<file path="src/rtl/mul_sequencer_pkg.sv">
// mul_seq_pkg: shared state, datapath-op and button encodings for the shift-add
// multiplier sequencer.
package mul_seq_pkg;
    typedef enum logic [2:0] {
        S_IDLE, S_LOAD, S_CLEAR, S_EXEC, S_SHIFT, S_LATCH, S_SHOW, S_WIPE
    } mul_state_t;
    localparam logic [1:0] SEL_HOLD  = 2'b00;
    localparam logic [1:0] SEL_ADD   = 2'b01;
    localparam logic [1:0] SEL_SHIFT = 2'b10;
    localparam logic [1:0] SEL_SUB   = 2'b11;
    localparam int BTN_START = 0;
    localparam int BTN_CLEAR = 1;
    localparam int BTN_ABORT = 3;
endpackage

</file>
<file path="src/rtl/mul_sequencer_if.sv">
// mul_seq_if: button/datapath/display signals of the multiplier sequencer.
// master = sequencer side, slave = buttons + datapath + display side.
interface mul_seq_if #(parameter int N_BITS = 8);
    localparam int KW = $clog2(N_BITS);
    logic [3:0]    button;
    logic          mult_bit;
    logic          load_inputs;
    logic          clr;
    logic [1:0]    sel;
    logic          inc;
    logic          ld;
    logic          reg_clr;
    logic          display;
    logic          busy;
    logic          done;
    logic [KW-1:0] iter;
    modport master (
        input  button, mult_bit,
        output load_inputs, clr, sel, inc, ld, reg_clr, display, busy, done, iter
    );
    modport slave (
        output button, mult_bit,
        input  load_inputs, clr, sel, inc, ld, reg_clr, display, busy, done, iter
    );
endinterface

</file>
<file path="src/rtl/mul_sequencer_btn_edge.sv">
// btn_edge: registered rising-edge detector; a held level yields one pulse,
// one cycle after the first high sample.
module btn_edge (
    input  logic       clk,
    input  logic       reset,
    input  logic [3:0] btn_i,
    output logic [3:0] pulse_o
);
    logic [3:0] prev_q, pulse_q;
    always_ff @(posedge clk) begin
        if (reset) begin
            prev_q  <= '0;
            pulse_q <= '0;
        end else begin
            prev_q  <= btn_i;
            pulse_q <= btn_i & ~prev_q;
        end
    end
    assign pulse_o = pulse_q;
endmodule

</file>
<file path="src/rtl/mul_sequencer.sv">
// mul_sequencer: control FSM for the signed shift-add multiplier; one EXEC/SHIFT
// pair per multiplier bit, then holds the result on the display before clear.
module mul_sequencer
    import mul_seq_pkg::*;
#(
    parameter int N_BITS      = 8,
    parameter int HOLD_CYCLES = 200
) (
    input logic      clk,
    input logic      reset,
    mul_seq_if.master bus
);
    localparam int KW = $clog2(N_BITS);
    localparam int HW = $clog2(HOLD_CYCLES + 1);
    localparam logic [KW-1:0] K_LAST = KW'(N_BITS - 1);
    localparam logic [HW-1:0] H_MAX  = HW'(HOLD_CYCLES);

    mul_state_t    state_q, state_d;
    logic [KW-1:0] k_q, k_d;
    logic [HW-1:0] hold_q, hold_d;
    logic [3:0]    pulse;
    logic          start_p, clear_p, abort_p, k_last, abortable, unused_btn;

    btn_edge u_edge (.clk(clk), .reset(reset), .btn_i(bus.button), .pulse_o(pulse));

    assign start_p    = pulse[BTN_START];
    assign clear_p    = pulse[BTN_CLEAR];
    assign abort_p    = pulse[BTN_ABORT];
    assign unused_btn = pulse[2];
    assign k_last     = k_q == K_LAST;
    assign abortable  = state_q inside {S_LOAD, S_CLEAR, S_EXEC, S_SHIFT, S_LATCH, S_SHOW};

    always_comb begin
        state_d = state_q;
        case (state_q)
            S_IDLE:  state_d = start_p ? S_LOAD : S_IDLE;
            S_LOAD:  state_d = S_CLEAR;
            S_CLEAR: state_d = S_EXEC;
            S_EXEC:  state_d = S_SHIFT;
            S_SHIFT: state_d = k_last ? S_LATCH : S_EXEC;
            S_LATCH: state_d = S_SHOW;
            S_SHOW:  state_d = (clear_p && hold_q == H_MAX) ? S_WIPE : S_SHOW;
            default: state_d = S_IDLE;
        endcase
        if (abort_p && abortable) state_d = S_WIPE;
    end

    assign k_d = (state_q == S_CLEAR) ? '0 :
                 (state_q == S_SHIFT && !k_last) ? k_q + KW'(1) : k_q;
    // Hold counter is zero outside SHOW, so SHOW always starts counting from 0.
    assign hold_d = (state_q != S_SHOW) ? '0 :
                    (hold_q == H_MAX) ? hold_q : hold_q + HW'(1);

    always_ff @(posedge clk) begin
        if (reset) begin
            state_q <= S_IDLE;
            k_q     <= '0;
            hold_q  <= '0;
        end else begin
            state_q <= state_d;
            k_q     <= k_d;
            hold_q  <= hold_d;
        end
    end

    assign bus.load_inputs = state_q == S_LOAD;
    assign bus.clr         = state_q == S_CLEAR;
    assign bus.inc         = state_q == S_SHIFT;
    assign bus.ld          = state_q == S_LATCH;
    assign bus.reg_clr     = state_q == S_WIPE;
    assign bus.display     = state_q == S_SHOW;
    assign bus.done        = state_q == S_SHOW && hold_q == '0;
    assign bus.busy        = state_q inside {S_LOAD, S_CLEAR, S_EXEC, S_SHIFT, S_LATCH};
    assign bus.iter        = (state_q == S_EXEC || state_q == S_SHIFT) ? k_q : '0;
    // The top multiplier bit carries negative weight, hence subtract on the last step.
    assign bus.sel = (state_q == S_SHIFT) ? SEL_SHIFT :
                     (state_q == S_EXEC && bus.mult_bit) ? (k_last ? SEL_SUB : SEL_ADD) :
                     SEL_HOLD;
endmodule
</file>
<file path="src/flat_wrapper.sv">
// flat-port wrapper written by rule: the top's interface ports become plain ports
module mul_sequencer_flat import mul_seq_pkg::*;
#(
    parameter int N_BITS      = 8,
    parameter int HOLD_CYCLES = 200
)
  (clk, reset, bus_button, bus_mult_bit, bus_load_inputs, bus_clr, bus_sel, bus_inc, bus_ld, bus_reg_clr, bus_display, bus_busy, bus_done, bus_iter);
  mul_seq_if #(.N_BITS(N_BITS)) bus_i ();
  input logic clk;
  input logic reset;
  input wire logic [$bits(bus_i.button)-1:0] bus_button;
  input wire logic [$bits(bus_i.mult_bit)-1:0] bus_mult_bit;
  output wire logic [$bits(bus_i.load_inputs)-1:0] bus_load_inputs;
  output wire logic [$bits(bus_i.clr)-1:0] bus_clr;
  output wire logic [$bits(bus_i.sel)-1:0] bus_sel;
  output wire logic [$bits(bus_i.inc)-1:0] bus_inc;
  output wire logic [$bits(bus_i.ld)-1:0] bus_ld;
  output wire logic [$bits(bus_i.reg_clr)-1:0] bus_reg_clr;
  output wire logic [$bits(bus_i.display)-1:0] bus_display;
  output wire logic [$bits(bus_i.busy)-1:0] bus_busy;
  output wire logic [$bits(bus_i.done)-1:0] bus_done;
  output wire logic [$bits(bus_i.iter)-1:0] bus_iter;
  assign bus_i.button = bus_button;
  assign bus_i.mult_bit = bus_mult_bit;
  assign bus_load_inputs = bus_i.load_inputs;
  assign bus_clr = bus_i.clr;
  assign bus_sel = bus_i.sel;
  assign bus_inc = bus_i.inc;
  assign bus_ld = bus_i.ld;
  assign bus_reg_clr = bus_i.reg_clr;
  assign bus_display = bus_i.display;
  assign bus_busy = bus_i.busy;
  assign bus_done = bus_i.done;
  assign bus_iter = bus_i.iter;
  mul_sequencer #(.N_BITS(N_BITS), .HOLD_CYCLES(HOLD_CYCLES)) u_core (.clk(clk), .reset(reset), .bus(bus_i));
endmodule
</file>
<file path="config.mk">
export PLATFORM = sky130hd
export DESIGN_NAME = mul_sequencer_flat
export DESIGN_NICKNAME = d
export VERILOG_FILES = /design/src/rtl/mul_sequencer_pkg.sv /design/src/rtl/mul_sequencer_if.sv /design/src/rtl/mul_sequencer_btn_edge.sv /design/src/rtl/mul_sequencer.sv /design/src/flat_wrapper.sv
export SDC_FILE = /design/constraint.sdc
export NUM_CORES = 1
export LEC_CHECK = 0
export ABC_AREA = 1
export CAP_MARGIN = 10
export CORE_MARGIN = 2
export CORE_UTILIZATION = 39
export DETAILED_ROUTE_END_ITERATION = 10
export GPL_TIMING_DRIVEN = 1
export SYNTH_ARGS = -nofsm -noshare
export SYNTH_HDL_FRONTEND = slang
export SYNTH_SLANG_ARGS = --single-unit
</file>
<file path="constraint.sdc">
create_clock -name clk -period 1.3 [get_ports clk]
set_input_delay 0.39 -clock clk [delete_from_list [all_inputs] [get_ports clk]]
set_output_delay 0.39 -clock clk [all_outputs]
set_load 0.02 [all_outputs]
</file>
==> summary.md, run 1 <==
| Metric | Value |
|---|---|
| Hold Path Depth | `1` |
| First-pass GRT wire length | `3470 um` |
| Die height | `54.2 um` |
| Commonest non-fill, non-tap cell in the layout | `buf_4` |
| CTS HTree Levels | `1` |
| Synth area leader | `dfxtp_1` |
| Rows | `18` |
| Worst Path Arrival | `about 1.3 ns` |
| Crit end category | `output port` |
| DRT Wirelength | `2280 um` |
| Final hold violations | `0` |
| Vias per cell | `4.53` |
| Initial Util | `40.4%` |
| Leak pwr | `0.000783 uW` |
| Top cell type's share of synthesized area | `40.7%` |
| Reg2reg path depth | `9` |
| Final core utilization | `70.9%` |
| CTS Hold Bufs | `0` |
| Worst Hold End | `u_core.u_edge.pulse_o[3]$_SDFF_PP0_` |
| Mapped Cells | `143` |
| CP Class | `reg -> out` |
| Total gr overflow | `0` |
| Failing checks | `negative setup slack` |
| Synthesis Warnings | `0` |
| Num CTS Buffers | `3` |
| # diodes | `0` |
| Final Max Tran Viols | `0` |
| Fraction of layout cells with a size suffix above 1 | `49.0%` |
| Outcome | `finished, violations left` |
| Wire per inst | `10.1 um` |
| PortBufs | `18` |
| Synth Net Count | `154` |
| Startpoint types | `flop` |
| Total Routing Usage GR | `between 10% and 20%` |
| Syn Std Cell Area | `just under 0.001 mm^2` |
| Minimum clock period after layout | `1.70 ns` |
| Post-DP Area | `roughly 0.0015 mm^2` |
| # DRC | `0` |
| Register bit total from synthesis | `20` |
| PD cells | `1120 mW/mm^2` |
| Area contributors post-synth | `dfxtp_1 (41%), nand2_1 (11%), inv_1 (11%)` |
| Root buf cell | `clkbuf_4` |
| Initial antenna violation count | `0` |
| Rel. slew slack | `82.9%` |
| Final setup fails | `14` |
| Count of cell types in the netlist | `19` |
| Final Skew | `0.000624 ns` |
| Clk sinks | `20` |
| Largest net degree at the start of global routing | `13` |
| Crit path launch | `u_core.state_q[0]$_SDFF_PP0_` |
| Most frequent cells in the layout | `buf_4 (30), nand2_1 (24), inv_1 (21)` |
| R2r setup slk | `-0.01 ns` |
| DP HPWL | `roughly 1700 um` |
| RD Place Congestion | `around 0.77` |
| CTS tree | `yes` |
| Worst r2r src | `u_core.state_q[2]$_SDFF_PP0_` |
| Clk_lat worst skew | `0.30 ns` |
| Final ANT Viol Nets | `0` |
| Max Clk Rate | `0.587 GHz` |
| DRT Pass-1 Iters | `4` |
| DR iter-0 viols | `14` |
| Worst vdd ir | `0.886 mV` |
| WP data required | `0.91 ns` |
| Syn Area/Cell | `6.88 um^2` |
| FF-to-FF End | `u_core.state_q[2]$_SDFF_PP0_` |
| RSZ-0062 raised after global routing | `yes` |
| Crit path max fanout | `3` |
| Layout Area Growth over Synthesis | `75.4%` |
| Num ports | `20` |
| Hold WC Path Type | `reg -> reg` |
| Nets@finish | `208` |
| Worst slew pin tran | `0.255 ns` |
| Clock-pin slew on the worst setup and hold paths | `0.11 ns` |
| Final instance area | `between 0.0015 and 0.002 mm^2` |
| Max-cap viol count | `0` |
| Clock Tree Buf Depth | `2` |
| Die area | `0.00294 mm^2` |
| Die X | `roughly 54 um` |
| Vias | `1023` |
| Fin worst setup slack | `-0.404 ns` |
| Min-delay src | `u_core.u_edge.prev_q[3]$_SDFF_PP0_` |
| Core area | `0.00243 mm^2` |
| Vias in the first global route | `848` |
| Register area share after synthesis | `40.7%` |
| Crit share post-route | `131%` |
worst max path at each step:
stage,slack [ns],end,cells past startpoint
floorplan,-0.04,bus_busy,5
global placement,-0.77,bus_sel[1],6
detailed placement,-0.79,bus_sel[1],6
CTS,-0.42,bus_iter[0],7
global route,-0.48,bus_iter[0],7
finish,-0.40,bus_iter[0],7
flip-flops by register name (all words and copies together), names as in the netlist:
| name | flops |
|---|---|
| u_core.hold_q | 8 |
| u_core.k_q | 3 |
| u_core.state_q | 3 |
| u_core.u_edge.prev_q | 3 |
| u_core.u_edge.pulse_o | 3 |
synth_stat cells (all sizes together):
cell and number:
dfxtp 20, xnor2 3, ha 4, nor3 5, and2 1, clkbuf 1, inv 30, or2 1
nor2 22, a21oi 9, nand3 13, nand4 2, o21ai 3, nand2 29
report_power, final:
part	switching, uW	total, uW	leakage (uW)	internal [uW]
logic	394	777	0.000590	383
registers	65.4	734	0.000167	668
clock network	190	425	0.0000261	235
logic make-up (layout without fill, tap and decap cells):
logic type | count (synthesis) | in the layout | synth area share [%]
AOI/OAI and AO/OA | 12 | 12 | 6.49
xor gates and xnor gates | 3 | 3 | 2.67
adders and majority gates | 4 | 4 | 5.09
buffers and inverters | 31 | 84 | 11.8
DFF | 20 | 20 | 40.7
and+or+nand+nor | 73 | 73 | 33.2
through the flow:
stage / instances / TNS, ns / total power (uW) / setup slack (ns) / hold WS, ns
global route: 226 / -5.23 / 2060 / -0.478 / 0.411
global placement: 220 / -7.03 / 1440 / -0.769 / 0.377
detailed placement: 220 / -7.16 / 1450 / -0.786 / 0.389
CTS: 227 / -4.67 / 1930 / -0.422 / 0.406
finish: 226 / -4.18 / 1940 / -0.404 / 0.398
floorplan: 143 / -0.133 / 1150 / -0.0430 / 0.373
worst max-delay path: stages, from the launching register on:
cell	delay, ns
dfxtp_4	0.38
nor2_4	0.13
nand2_4	0.07
inv_6	0.06
a21oi_4	0.03
buf_6	0.13
nor2_4	0.08
buf_6	0.12
final cells by class:
type,instances,area (um^2)
tap,30,37.5
fill,222,707
multi-input combinational,92,657
sequential,20,417
inverter,30,125
timing repair buffer,50,442
clock buffer,4,47.5
what timing repair did:
action / in CTS / in global routing
resized for setup: 89 / 20
buffers inserted: 3 / 0
pin swaps: 7 / 14
setup endpoints to repair: 18 / 23
endpoints found under the hold margin: 0 / 0
gates cloned: 0 / 0
metal layers:
| metal | GRT usage (%) | vias up | wire length (um) |
|---|---|---|---|
| met1 | 21.2 | 457 | 1070 |
| met5 | 0 | - | 0 |
| li1 | - | 546 | - |
| met4 | 6.25 | 0 | 26 |
| met2 | 26.1 | 16 | 1110 |
| met3 | 4.92 | 4 | 75 |
Note: power is estimated with default switching activity, not from simulation.
==> inputs of run 2 (changes only) <==
ABC_AREA = default   (was 1)
PLACE_DENSITY = 0.6   (was default)
==> run 2 against run 1 <==
Net effect: the flow still finishes with violations (negative setup slack); die area up 3.8%; synthesized cell count down 21%; clock power up 20%; routed wire length up 25%; sequential share of layout area down 2.5 points; critical path depth down 2; design area up 12%; cell count down 10%; register-to-register slack worse by 0.20 ns; via count up 0.78%; maximum frequency down 4.5%; power down 9.6%; critical path type unchanged; critical endpoint is now bus_done; largest cell class unchanged; highest routed layer unchanged.
==> summary.md, run 2 <==
| Metric | Value |
|---|---|
| DRT Wirelength | `2840 um` |
| Vias | `1031` |
| Top delay family on crit path | `simple AND/OR/NAND/NOR gates` |
| Nets@finish | `185` |
| Synth area leader | `dfxtp_1` |
| Crit end category | `output port` |
| Final hold violations | `0` |
| Rows | `18` |
| DR iter-0 viols | `29` |
| Root buf cell | `clkbuf_4` |
| WP depth | `5` |
| Placed Cells incl. Taps | `approximately 180` |
| # DRC | `0` |
| Final Skew | `0.0107 ns` |
| Area contributors post-synth | `dfxtp_1 (39%), ha_1 (4.9%), nor2b_1 (4.9%)` |
| Clock-pin slew on the worst setup and hold paths | `0.13 ns` |
| Non-filler cells, final | `203` |
| Register area share after synthesis | `39.1%` |
| RSZ-0062 raised after global routing | `yes` |
| Max Clk Rate | `0.561 GHz` |
| WP data required | `0.91 ns` |
| Ys flop type | `dfxtp_1` |
| Die height | `55.2 um` |
| Num CTS Buffers | `3` |
| Rel. slew slack | `approximately 80%` |
| CTS Hold Bufs | `0` |
| # diodes | `0` |
| Final ANT Viol Nets | `0` |
| Top cell type's share of synthesized area | `roughly two fifths` |
| DP HPWL | `1800 um` |
| Most frequent cells in the layout | `buf_6 (30), buf_4 (23), dfxtp_1 (10)` |
| Initial Util | `between 40% and 50%` |
| Startpoint types | `flop` |
| Setup tns final | `-6.08 ns` |
| CP Cell Sequence | `inv_2, ha_4, nor4b_4, and3_4, buf_6` |
| Wire per inst | `about 14 um` |
| Core area | `0.00248 mm^2` |
| Crit share post-route | `137%` |
| Count leader, synth | `dfxtp_1` |
| Critical path's largest stage delay | `0.34 ns` |
| CTS tree | `yes` |
| Fraction of registers with async set/reset | `0%` |
| Failing checks | `negative setup slack` |
| Fillers | `159` |
| Crit path max fanout | `2` |
| Post-Place Worst Slack | `-0.817 ns` |
| CTS HTree Levels | `1` |
| Worst path bufs/invs | `2` |
| Total Routing Usage GR | `17.3%` |
| Mapped Cells | `around 110` |
| RD Place Congestion | `0.764` |
| Final setup fails | `22` |
| Hold WC Path Type | `reg -> reg` |
| Count of cell types in the netlist | `40` |
| Post-synth EDFFs | `0` |
| DRT Pass-1 Iters | `4` |
| Number of flip-flops in the largest register | `8` |
| Vias in the first global route | `988` |
| Most flops, register | `u_core.hold_q` |
| Final Max Tran Viols | `0` |
| Fin worst setup slack | `-0.484 ns` |
| Slowest CP cell | `dfxtp_2` |
| Max-cap viol count | `0` |
| Layout Area Growth over Synthesis | `89.4%` |
| Leak pwr | `0.000786 uW` |
| Fraction of layout cells with a size suffix above 1 | `64.2%` |
| Worst slew pin tran | `around 0.32 ns` |
| Synth Net Count | `124` |
| Outcome | `finished, violations left` |
| Hold WS | `slightly below 0.4 ns` |
| First-pass GRT wire length | `roughly 4400 um` |
| Vias per cell | `between 5 and 6` |
| Reg2reg path depth | `6` |
| Die area | `0.00305 mm^2` |
| Worst Path Arrival | `1.39 ns` |
| Total gr overflow | `0` |
| PortBufs | `18` |
| Synthesis Warnings | `0` |
| Largest net degree at the start of global routing | `13` |
| Clock Tree Buf Depth | `2` |
| Minimum clock period after layout | `1.78 ns` |
| Die X | `55.2 um` |
| Initial antenna violation count | `0` |
| Syn Area/Cell | `9.06 um^2` |
| Clk_lat worst skew | `0.30 ns` |
| Commonest non-fill, non-tap cell in the layout | `buf_6` |
| Synth cell count leaders | `dfxtp_1 (20), nor2_1 (11), nor2b_1 (8)` |
| Clk sinks | `20` |
| PD cells | `902 mW/mm^2` |
| Num ports | `20` |
| Worst vdd ir | `1.05 mV` |
| Register bit total from synthesis | `20` |
| CP Class | `reg -> out` |
| Hold Path Depth | `1` |
| Syn Std Cell Area | `0.00102 mm^2` |
run 2: final timing paths:
| check | slack, ns | endpoint | from |
|---|---|---|---|
| max | -0.48 | bus_done | u_core.hold_q[0]$_SDFFE_PP0P_ |
| min | 0.39 | u_core.u_edge.pulse_o[1]$_SDFF_PP0_ | u_core.u_edge.prev_q[1]$_SDFF_PP0_ |
| max reg2reg | -0.21 | u_core.k_q[2]$_SDFFE_PP0P_ | u_core.k_q[1]$_SDFFE_PP0P_ |
| min reg2reg | 0.39 | u_core.u_edge.pulse_o[1]$_SDFF_PP0_ | u_core.u_edge.prev_q[1]$_SDFF_PP0_ |
run 2: repair_timing:
action | in CTS | in global routing
buffers inserted | 7 | 11
pin swaps | 10 | 20
setup endpoints to repair | 25 | 24
resized for setup | 108 | 27
run 2: report_power, final:
part,internal [uW],switching (uW),leakage (uW)
Clock,311,201,0.0000279
Sequential,643,42.3,0.000169
Combinational,311,240,0.000589
Total,1270,484,0.000786
run 2: routing by layer:
layer,wire length (um),track usage (%),vias to the layer above
met4,14,5.23,0
li1,-,-,525
met5,0,0,-
met2,1560,30.3,17
met1,1190,22.2,487
met3,76,1.87,2
run 2: through the flow:
step	cell area (um^2)	total power, uW	utilization, %
5_1_grt	1940	1840	78.2
6_report	1940	1750	78.2
3_5_place_dp	1530	1050	61.8
3_3_place_gp	1530	1040	61.8
4_1_cts	1770	1660	71.6
2_1_floorplan	1140	901	-
run 2: kinds of logic (layout without fill, tap and decap cells):
logic type | count (synthesis) | after routing | synth area share (%)
compound gates | 20 | 20 | 12.3
mux | 2 | 2 | 1.96
flops | 20 | 20 | 39.1
fa+ha+maj | 5 | 5 | 5.87
simple gates | 55 | 55 | 33.5
xor+xnor | 4 | 4 | 3.42
buf+inv | 7 | 67 | 3.79
run 2: layout make-up:
cell class	count	area (um^2)	share of cell area (%)
clock buffers	3	22.5	1.16
clock inverters	1	30.0	1.55
inverters	3	11.3	0.581
multi-input cells	86	826	42.6
flip-flops and latches	20	420	21.7
well taps	30	37.5	1.94
repair buffers	60	591	30.5
run 2: worst reg2reg max path: cells and delay by family (launching register included):
| kind | cells | cell delay [ns] |
|---|---|---|
| multiplexers | 1 | 0.26 |
| flip-flops | 1 | 0.35 |
| buffers and inverters | 1 | 0.12 |
| AND/OR/NAND/NOR | 2 | 0.37 |
| adder cells (fa/ha/maj) | 2 | 0.31 |
